--- config.mk ---
export PLATFORM = sky130hd
export DESIGN_NAME = tcb_lib_byteena2logsize
export DESIGN_NICKNAME = d
export VERILOG_FILES = /design/src/rtl/tcb_lib_byteena2logsize.sv
export SDC_FILE = /design/constraint.sdc
export NUM_CORES = 1
export LEC_CHECK = 0
export ABC_CLOCK_PERIOD_IN_PS = 2200
export CAP_MARGIN = 15
export CORE_UTILIZATION = 34
export CTS_CLUSTER_DIAMETER = 150
export DETAILED_ROUTE_END_ITERATION = 10
export GPL_TIMING_DRIVEN = 1
export PLACE_DENSITY = 0.87
export SYNTH_ARGS = -nofsm -noshare
export SYNTH_HDL_FRONTEND = slang
export SYNTH_SLANG_ARGS = --single-unit
--- constraint.sdc ---
create_clock -name clk -period 2.2 [get_ports clk]
set_input_delay 0.44 -clock clk [delete_from_list [all_inputs] [get_ports clk]]
set_output_delay 0.44 -clock clk [all_outputs]
set_load 0.01 [all_outputs]
--- src/rtl/tcb_lib_byteena2logsize.sv ---
// rtl/tcb_lib_byteena2logsize.sv - splits byte-enable requests into aligned log-size transfers
module tcb_lib_byteena2logsize #(
    parameter  int unsigned ADR_W   = 32,
    parameter  int unsigned BUS_BEN = 4,
    parameter  int unsigned STS_W   = 1,
    parameter  int unsigned HSK_DLY = 1,
    localparam int unsigned BUS_MAX = $clog2(BUS_BEN),
    localparam int unsigned SIZ_W   = $clog2(BUS_MAX + 1),
    localparam int unsigned DAT_W   = 8 * BUS_BEN
) (
    input  logic               clk,
    input  logic               rst,
    // byte-enable subordinate port
    input  logic               sub_vld_i,
    output logic               sub_rdy_o,
    input  logic               sub_req_ren_i,
    input  logic               sub_req_wen_i,
    input  logic [ADR_W-1:0]   sub_req_adr_i,
    input  logic [BUS_BEN-1:0] sub_req_ben_i,
    input  logic [DAT_W-1:0]   sub_req_wdt_i,
    output logic [DAT_W-1:0]   sub_rsp_rdt_o,
    output logic [STS_W-1:0]   sub_rsp_sts_o,
    // log-size manager port
    output logic               man_vld_o,
    input  logic               man_rdy_i,
    output logic               man_req_ren_o,
    output logic               man_req_wen_o,
    output logic [ADR_W-1:0]   man_req_adr_o,
    output logic [SIZ_W-1:0]   man_req_siz_o,
    output logic [DAT_W-1:0]   man_req_wdt_o,
    input  logic [DAT_W-1:0]   man_rsp_rdt_i,
    input  logic [STS_W-1:0]   man_rsp_sts_i
);

    localparam int unsigned OFF_W = BUS_MAX;
    // tracking entry: {vld, off, siz, last, nul}
    localparam int unsigned ENT_W = 3 + OFF_W + SIZ_W;
    localparam int unsigned TRK_W = (HSK_DLY == 0) ? ENT_W : HSK_DLY * ENT_W;

    typedef enum logic {
        ST_IDLE  = 1'b0,
        ST_SPLIT = 1'b1
    } state_t;

    state_t             state_q, state_d;
    logic [BUS_BEN-1:0] rem_q, rem_d;
    logic [DAT_W-1:0]   acc_q, acc_d;
    logic [STS_W-1:0]   sts_acc_q, sts_acc_d;

    logic [BUS_BEN-1:0] pnd;
    logic               nul;
    logic [OFF_W-1:0]   off;
    logic [SIZ_W-1:0]   siz;
    logic [BUS_BEN-1:0] cmask;
    logic [BUS_BEN-1:0] blk;
    logic               last;
    logic               man_hs;

    logic [ENT_W-1:0]   trk_d;
    logic [ENT_W-1:0]   trk_tail;
    logic               t_vld;
    logic [OFF_W-1:0]   t_off;
    logic [SIZ_W-1:0]   t_siz;
    logic               t_last;
    logic               t_nul;
    logic [DAT_W-1:0]   rmask;
    logic [DAT_W-1:0]   placed;
    logic [DAT_W-1:0]   merged;

    logic               adr_lo_unused;

    // mask covering the low 2**s bytes of the data bus
    function automatic logic [DAT_W-1:0] byte_mask(input logic [SIZ_W-1:0] s);
        return {DAT_W{1'b1}} >> (DAT_W - (8 << s));
    endfunction

    // the low address bits are replaced by the chunk offset
    assign adr_lo_unused = ^sub_req_adr_i[BUS_MAX-1:0];

    // a fresh request is split from its own enables, a split in progress from the remainder
    assign pnd = (state_q == ST_SPLIT) ? rem_q : sub_req_ben_i;
    assign nul = (state_q == ST_IDLE) && (sub_req_ben_i == '0);

    // chunk selection: lowest pending byte, then the largest aligned all-ones block there
    always_comb begin
        off   = '0;
        siz   = '0;
        blk   = '0;
        for (int i = BUS_BEN - 1; i >= 0; i--) begin
            if (pnd[OFF_W'(i)]) off = OFF_W'(i);
        end
        cmask = BUS_BEN'(1) << off;
        for (int s = 1; s <= BUS_MAX; s++) begin
            blk = ({BUS_BEN{1'b1}} >> (BUS_BEN - (1 << s))) << off;
            if (((32'(off) & ((1 << s) - 1)) == 0) &&
                (32'(off) + (1 << s) <= BUS_BEN) &&
                ((pnd & blk) == blk)) begin
                siz   = SIZ_W'(s);
                cmask = blk;
            end
        end
    end

    assign last   = ((pnd & ~cmask) == '0);
    assign man_hs = sub_vld_i & man_rdy_i;

    assign man_vld_o     = sub_vld_i;
    assign sub_rdy_o     = man_rdy_i & last;
    assign man_req_ren_o = sub_req_ren_i;
    assign man_req_wen_o = sub_req_wen_i & ~nul;
    assign man_req_adr_o = {sub_req_adr_i[ADR_W-1:BUS_MAX], off};
    assign man_req_siz_o = siz;
    assign man_req_wdt_o = (sub_req_wdt_i >> (8 * off)) & byte_mask(siz);

    // split state: advance the remainder on each accepted chunk, return to idle on the last one
    always_comb begin
        state_d = state_q;
        rem_d   = rem_q;
        if (man_hs) begin
            if (last) begin
                state_d = ST_IDLE;
                rem_d   = '0;
            end else begin
                state_d = ST_SPLIT;
                rem_d   = pnd & ~cmask;
            end
        end
    end

    // split state registers
    always_ff @(posedge clk) begin
        if (rst) begin
            state_q <= ST_IDLE;
            rem_q   <= '0;
        end else begin
            state_q <= state_d;
            rem_q   <= rem_d;
        end
    end

    assign trk_d = {man_hs, off, siz, last, nul};

    generate
        if (HSK_DLY == 0) begin : g_nodly
            assign trk_tail = trk_d;
        end else begin : g_dly
            logic [TRK_W-1:0] trk_q;

            // delay line matching the subordinate's fixed response delay
            always_ff @(posedge clk) begin
                if (rst) begin
                    trk_q <= '0;
                end else begin
                    trk_q <= (trk_q << ENT_W) | TRK_W'(trk_d);
                end
            end

            assign trk_tail = trk_q[TRK_W-1 -: ENT_W];
        end
    endgenerate

    assign t_nul  = trk_tail[0];
    assign t_last = trk_tail[1];
    assign t_siz  = trk_tail[2 +: SIZ_W];
    assign t_off  = trk_tail[2 + SIZ_W +: OFF_W];
    assign t_vld  = trk_tail[ENT_W-1];

    assign rmask  = byte_mask(t_siz) << (8 * t_off);
    assign placed = (man_rsp_rdt_i << (8 * t_off)) & rmask;
    assign merged = (acc_q & ~rmask) | placed;

    assign sub_rsp_rdt_o = (t_vld && t_last && !t_nul) ? merged : '0;
    assign sub_rsp_sts_o = (t_vld && t_last) ? (sts_acc_q | man_rsp_sts_i) : '0;

    // response merge: collect partial chunks, clear once the last chunk has been returned
    always_comb begin
        acc_d     = acc_q;
        sts_acc_d = sts_acc_q;
        if (t_vld) begin
            if (t_last) begin
                acc_d     = '0;
                sts_acc_d = '0;
            end else begin
                acc_d     = merged;
                sts_acc_d = sts_acc_q | man_rsp_sts_i;
            end
        end
    end

    // response accumulator registers
    always_ff @(posedge clk) begin
        if (rst) begin
            acc_q     <= '0;
            sts_acc_q <= '0;
        end else begin
            acc_q     <= acc_d;
            sts_acc_q <= sts_acc_d;
        end
    end

endmodule

### After elaboration in Yosys (flattened, before gate mapping)

Index checks and enable logic that the tools add are counted.

* add/subtract/negate cells: 4
* multiply operators: 0
* divide/modulo/power cells: 0
* order comparisons: 2
* equality and inequality tests: 2
* shift-type cells: 10
* multiplexer cells: 13
* bitwise operators: 15
* reductions and logical operators: 12

Operators by type and width (number)
* 32-bit AND: 3
* 32-bit logical NOT: 2
* 32-bit two-way mux: 2
* 32-bit by 5-bit << shifter with 32-bit output: 2
* 4-bit by 2-bit << shifter with 32-bit output (first input constant): 2
* 32-bit by 32-bit right shift with 32-bit output (first input constant): 2
* 6-bit by 32-bit subtractor with 32-bit output (first input constant): 2
* 32-bit NOT: 1
* 32-bit OR: 1
* 32-bit by 5-bit right shift with 32-bit output: 1
* 4-bit two-way mux: 4
* 4-bit AND: 3
* 4-bit == test: 2
* 4-bit logical NOT: 2
* 1-bit logical AND: 7
* 2-bit two-way mux: 3
* 2-bit by 3-bit adder with 4-bit output (second input constant): 1
* 4-bit by 3-bit <= comparator with 1-bit output (second input constant): 1
* 1-bit two-way mux: 4
* 4-bit NOT: 1
* 1-bit by 2-bit << shifter with 4-bit output (first input constant): 1
* 2-bit by 2-bit << shifter with 4-bit output (first input constant): 1
* 4-bit by 2-bit << shifter with 4-bit output (first input constant): 1
* 2-bit by 2-bit adder with 3-bit output (second input constant): 1
* 5 further kinds: 8

* register bits after elaboration: 45
* latch bits: 0
* bits in writable memories: 0
* bits in read-only memories: 0
* output and inout port bits: 103
* logic and storage cells: 63
* memories: 0

### Longest topological paths before layout

* word-level depth: 13
* depth in mapped cells: 7

### Worst setup path after synthesis

Ideal clock, no wire load.

* kind: reg2out
* start point: register g_dly.trk_q[2]
* end point: output sub_rsp_rdt_o[16]
* data arrival time: 1.416 ns
* data required time: 1.760 ns
* path slack: 0.344 ns
* stages on the path, launching flop included: 8
* path buffers: 2
* path through: dfxtp_1 > inv_1 > ha_1 > buf_2 > nor2b_1 > clkbuf_1 > nor3_1 > nor3_1

* word-level cells in the longest chain between the ends: 8
* elaborated cells between the ends (all ways): 9
* classes of those cells: add/sub: 1; shift: 3; mux: 1; bitwise: 4

RTL lines
* start: declaration: RTL line 147 `logic [TRK_W-1:0] trk_q;`
* start signal: assignment: RTL line 154 `trk_q <= (trk_q << ENT_W) | TRK_W'(trk_d);`
* 4-bit by 2-bit << shifter with 32-bit output (*): RTL line 74 `return {DAT_W{1'b1}} >> (DAT_W - (8 << s));`
* 6-bit by 32-bit subtractor with 32-bit output (*): RTL line 74
* 32-bit by 32-bit right shift with 32-bit output (*): RTL line 74
* 32-bit by 5-bit << shifter with 32-bit output (*): RTL line 168 `assign rmask = byte_mask(t_siz) << (8 * t_off);`
* 32-bit NOT: RTL line 170 `assign merged = (acc_q & ~rmask) | placed;`
* 32-bit AND: RTL line 170
* 32-bit OR (*): RTL line 170
* 32-bit two-way mux (*): RTL line 172 `assign sub_rsp_rdt_o = (t_vld && t_last && !t_nul) ? merged : '0;`
* end: declaration: RTL line 21 `output logic [DAT_W-1:0] sub_rsp_rdt_o,`

Every way passes the cells marked *; elsewhere a longest branch is shown, timed or not.

### Worst setup path in the final report

* start point: register g_dly.trk_q[2]
* end point: output sub_rsp_rdt_o[12]

The elaborated chain is that of the path after synthesis.

==> reports/metrics.cfg <==
[logic_synthesis]
async_flop_share=0
synthTopCellsByArea=dfxtp_1 (31%), buf_4 (9.7%), nand2_1 (5.8%), a21oi_1 (3.7%), and2_1 (3.7%)
ys_dominant_reg_cell=dfxtp_1
synth_top_area_cell=dfxtp_1
yosys.cell_types.count=41
postSynthNetCount=455
yosys-top-cells-count=dfxtp_1 (42), nand2_1 (42), buf_4 (35), nor2_1 (23), a21oi_1 (20)
synth_seq_area_share=0.312
synth_edf_count=0
yosysWarnings=0
syn_area_per_cell_um2=7.80
synth-seq-cells=42
synth_cells=346
yosysTopAreaCellShare=0.312
synth_area_um2=2700

[floorplanning]
core_region_area_um2=7690
fp.dieW_um=91.1
boundaryPins=210
start_util=0.351
rows=32
dieArea_um2=8290
die_y_um=91.1

[cts]
cts_tree=yes
clk_pin_slew_worst_paths_ns=0.08
clockBufferDepth=2
clk_latency_ns=0.29
cts_hold_buf=0
cts_buffers=5
cts_max_level=2
cts_sinks=42
cts_root_buf=clkbuf_8

[drt]
vias=3231
drt-wirelength-per-cell_um=17.8
drc=0
viasPerCell=5.35
routed_wl_um=10700
drt_iter0_markers=159
ant_nets=0
drt-pass1-iter-count=4

[layout]
diodes=0
fin_util=0.606
fillCellCount=670
final_nets=610
syn2layout_area_growth_pct=72.6
drive_gt1_frac=0.295
register_area_um2=851
layoutNonFillerInstCount=604
multiInputGateArea_um2=1720

[power]
power_frac_seq=0.430
powerDensity_nw_per_um2=396
internal_power_uw=1320
leakage_uw=0.00211
clkPwrFrac=0.265
pwr-share-comb=0.305
power_switching_uw=521
netSwitchingFraction=0.283
ir_drop_uv=235

[grt]
grt_pass1_wl_um=16200
grt_usage=0.244
grt_max_degree=33
grt_pass1_vias=3316
antenna_found_initial=0
grt_overflow=0

[critical_path]
critPathLaunch=g_dly.trk_q[2]$_SDFF_PP0_
worstPathRequired_ns=1.76
worstSetupEndpointType=primary output
ff2ff_path_depth=5
worst-path-stages=8
critPathMaxStageDelay_ns=0.37
r2r_start=g_dly.trk_q[3]$_SDFF_PP0_
worstPathCellList=inv_2, ha_4, mux2i_1, buf_4, buf_4, o221ai_2, nor2_1, buf_2
cp-start-kind=flip-flop
critPathTopFamily=buffers and inverters
cpMostUsedCell=buf_4
cp.arrival_ns=1.75
path_max_fanout=5
critical_path_buf_inv_count=4
crit_type=reg -> out
crit_slowest_cell=dfxtp_2

[sta]
max_freq_ghz=0.458
setup_ws_ns=0.0145
fin_worst_skew_ns=0.0117
finalSetupTns_ns=0
rsz0062_at_grt=true
finalCritPeriodShare=0.993
finalMaxSlewViolations=0
max_slew_margin=0.261
fin_crit_ns=2.19
worst_slew_pin_slew_ns=1.10
hold_viol_final=0
finalSetupViolCount=0
hold_ws_ns=0.474

[place]
dp_hpwl_um=7540
dp_slack_ns=-0.380
gp_congestion=0.845
numPortBuffers=144
post-place-cells=573

[status]
status=completed

[hold_path]
hold_path_depth=1
hp-start=acc_q[24]$_SDFFE_PP0P_
hp-class=reg -> reg

[run]
maxCapViolCount=0

[logic make-up (layout without fill, tap and decap cells)]
group,Yosys count,in the layout,share of synthesized area
muxes,17,17,0.0668
buffers and inverters,63,219,0.141
AOI/OAI and AO/OA,89,89,0.218
and+or+nand+nor,132,132,0.251
other,1,1,0.00139
adders and majority gates,2,2,0.00927
DFF,42,42,0.312
[power by group through the flow]
| stage | clock [µW] | combinational (µW) | sequential, µW |
|---|---|---|---|
| floorplan | 0 | 246 | 803 |
| global placement | 0 | 469 | 806 |
| detailed placement | 0 | 477 | 808 |
| CTS | 500 | 507 | 793 |
| global route | 524 | 596 | 796 |
| finish | 488 | 562 | 794 |
[sequential cells by signal, indices dropped and copies added, names as in the netlist]
register and count:
acc_q 32, g_dly.trk_q 6, rem_q 2, state_q 1, sts_acc_q 1
[metal layers]
layer  global-route usage  part of all wire  vias up
li1                     -                 -     1497
met1                0.258              0.37     1553
met2                0.458              0.53      154
met3               0.0620             0.064       27
met4                0.101             0.032        0
met5                    0                 0        -
[through the flow]
step	area, µm²	power, µW
6_report	4660	1840
5_1_grt	4660	1920
4_1_cts	4470	1800
3_5_place_dp	4210	1280
3_3_place_gp	4210	1270
2_1_floorplan	2700	1050
[final cells by class]
| class | count | area share |
|---|---|---|
| multi-input cells | 241 | 0.370 |
| flip-flops and latches | 42 | 0.183 |
| repair buffers | 207 | 0.398 |
| clock buffers | 6 | 0.0156 |
| clock inverters | 2 | 0.00296 |
| inverters | 4 | 0.00322 |
| well taps | 102 | 0.0274 |
[what timing repair did]
| item | 4_1_cts | 5_1_grt |
|---|---|---|
| setup buffers | 12 | 8 |
| setup endpoints to repair | 69 | 36 |
| pin swaps | 10 | 11 |
| resized for setup | 150 | 48 |
| gates cloned | 3 | 0 |
[placed cells by master, fill, tap and decap left out, types with 12 or more instances in the layout]
cell type        count
a21oi_1             20
and2_1              16
buf_2               18
buf_4               46
buf_6               12
clkdlybuf4s50_1     67
dfxtp_1             38
dlygate4sd2_1       48
nand2_1             42
nor2_1              21
o21ai_0             19
[path summary, 6_finish.rpt]
check,to,slack (ns)
max,sub_rsp_rdt_o[12],0.01
min,acc_q[24]$_SDFFE_PP0P_,0.47
max reg2reg,acc_q[2]$_SDFFE_PP0P_,0.48
min reg2reg,acc_q[24]$_SDFFE_PP0P_,0.47
Note: power is estimated with default switching activity, not from simulation.
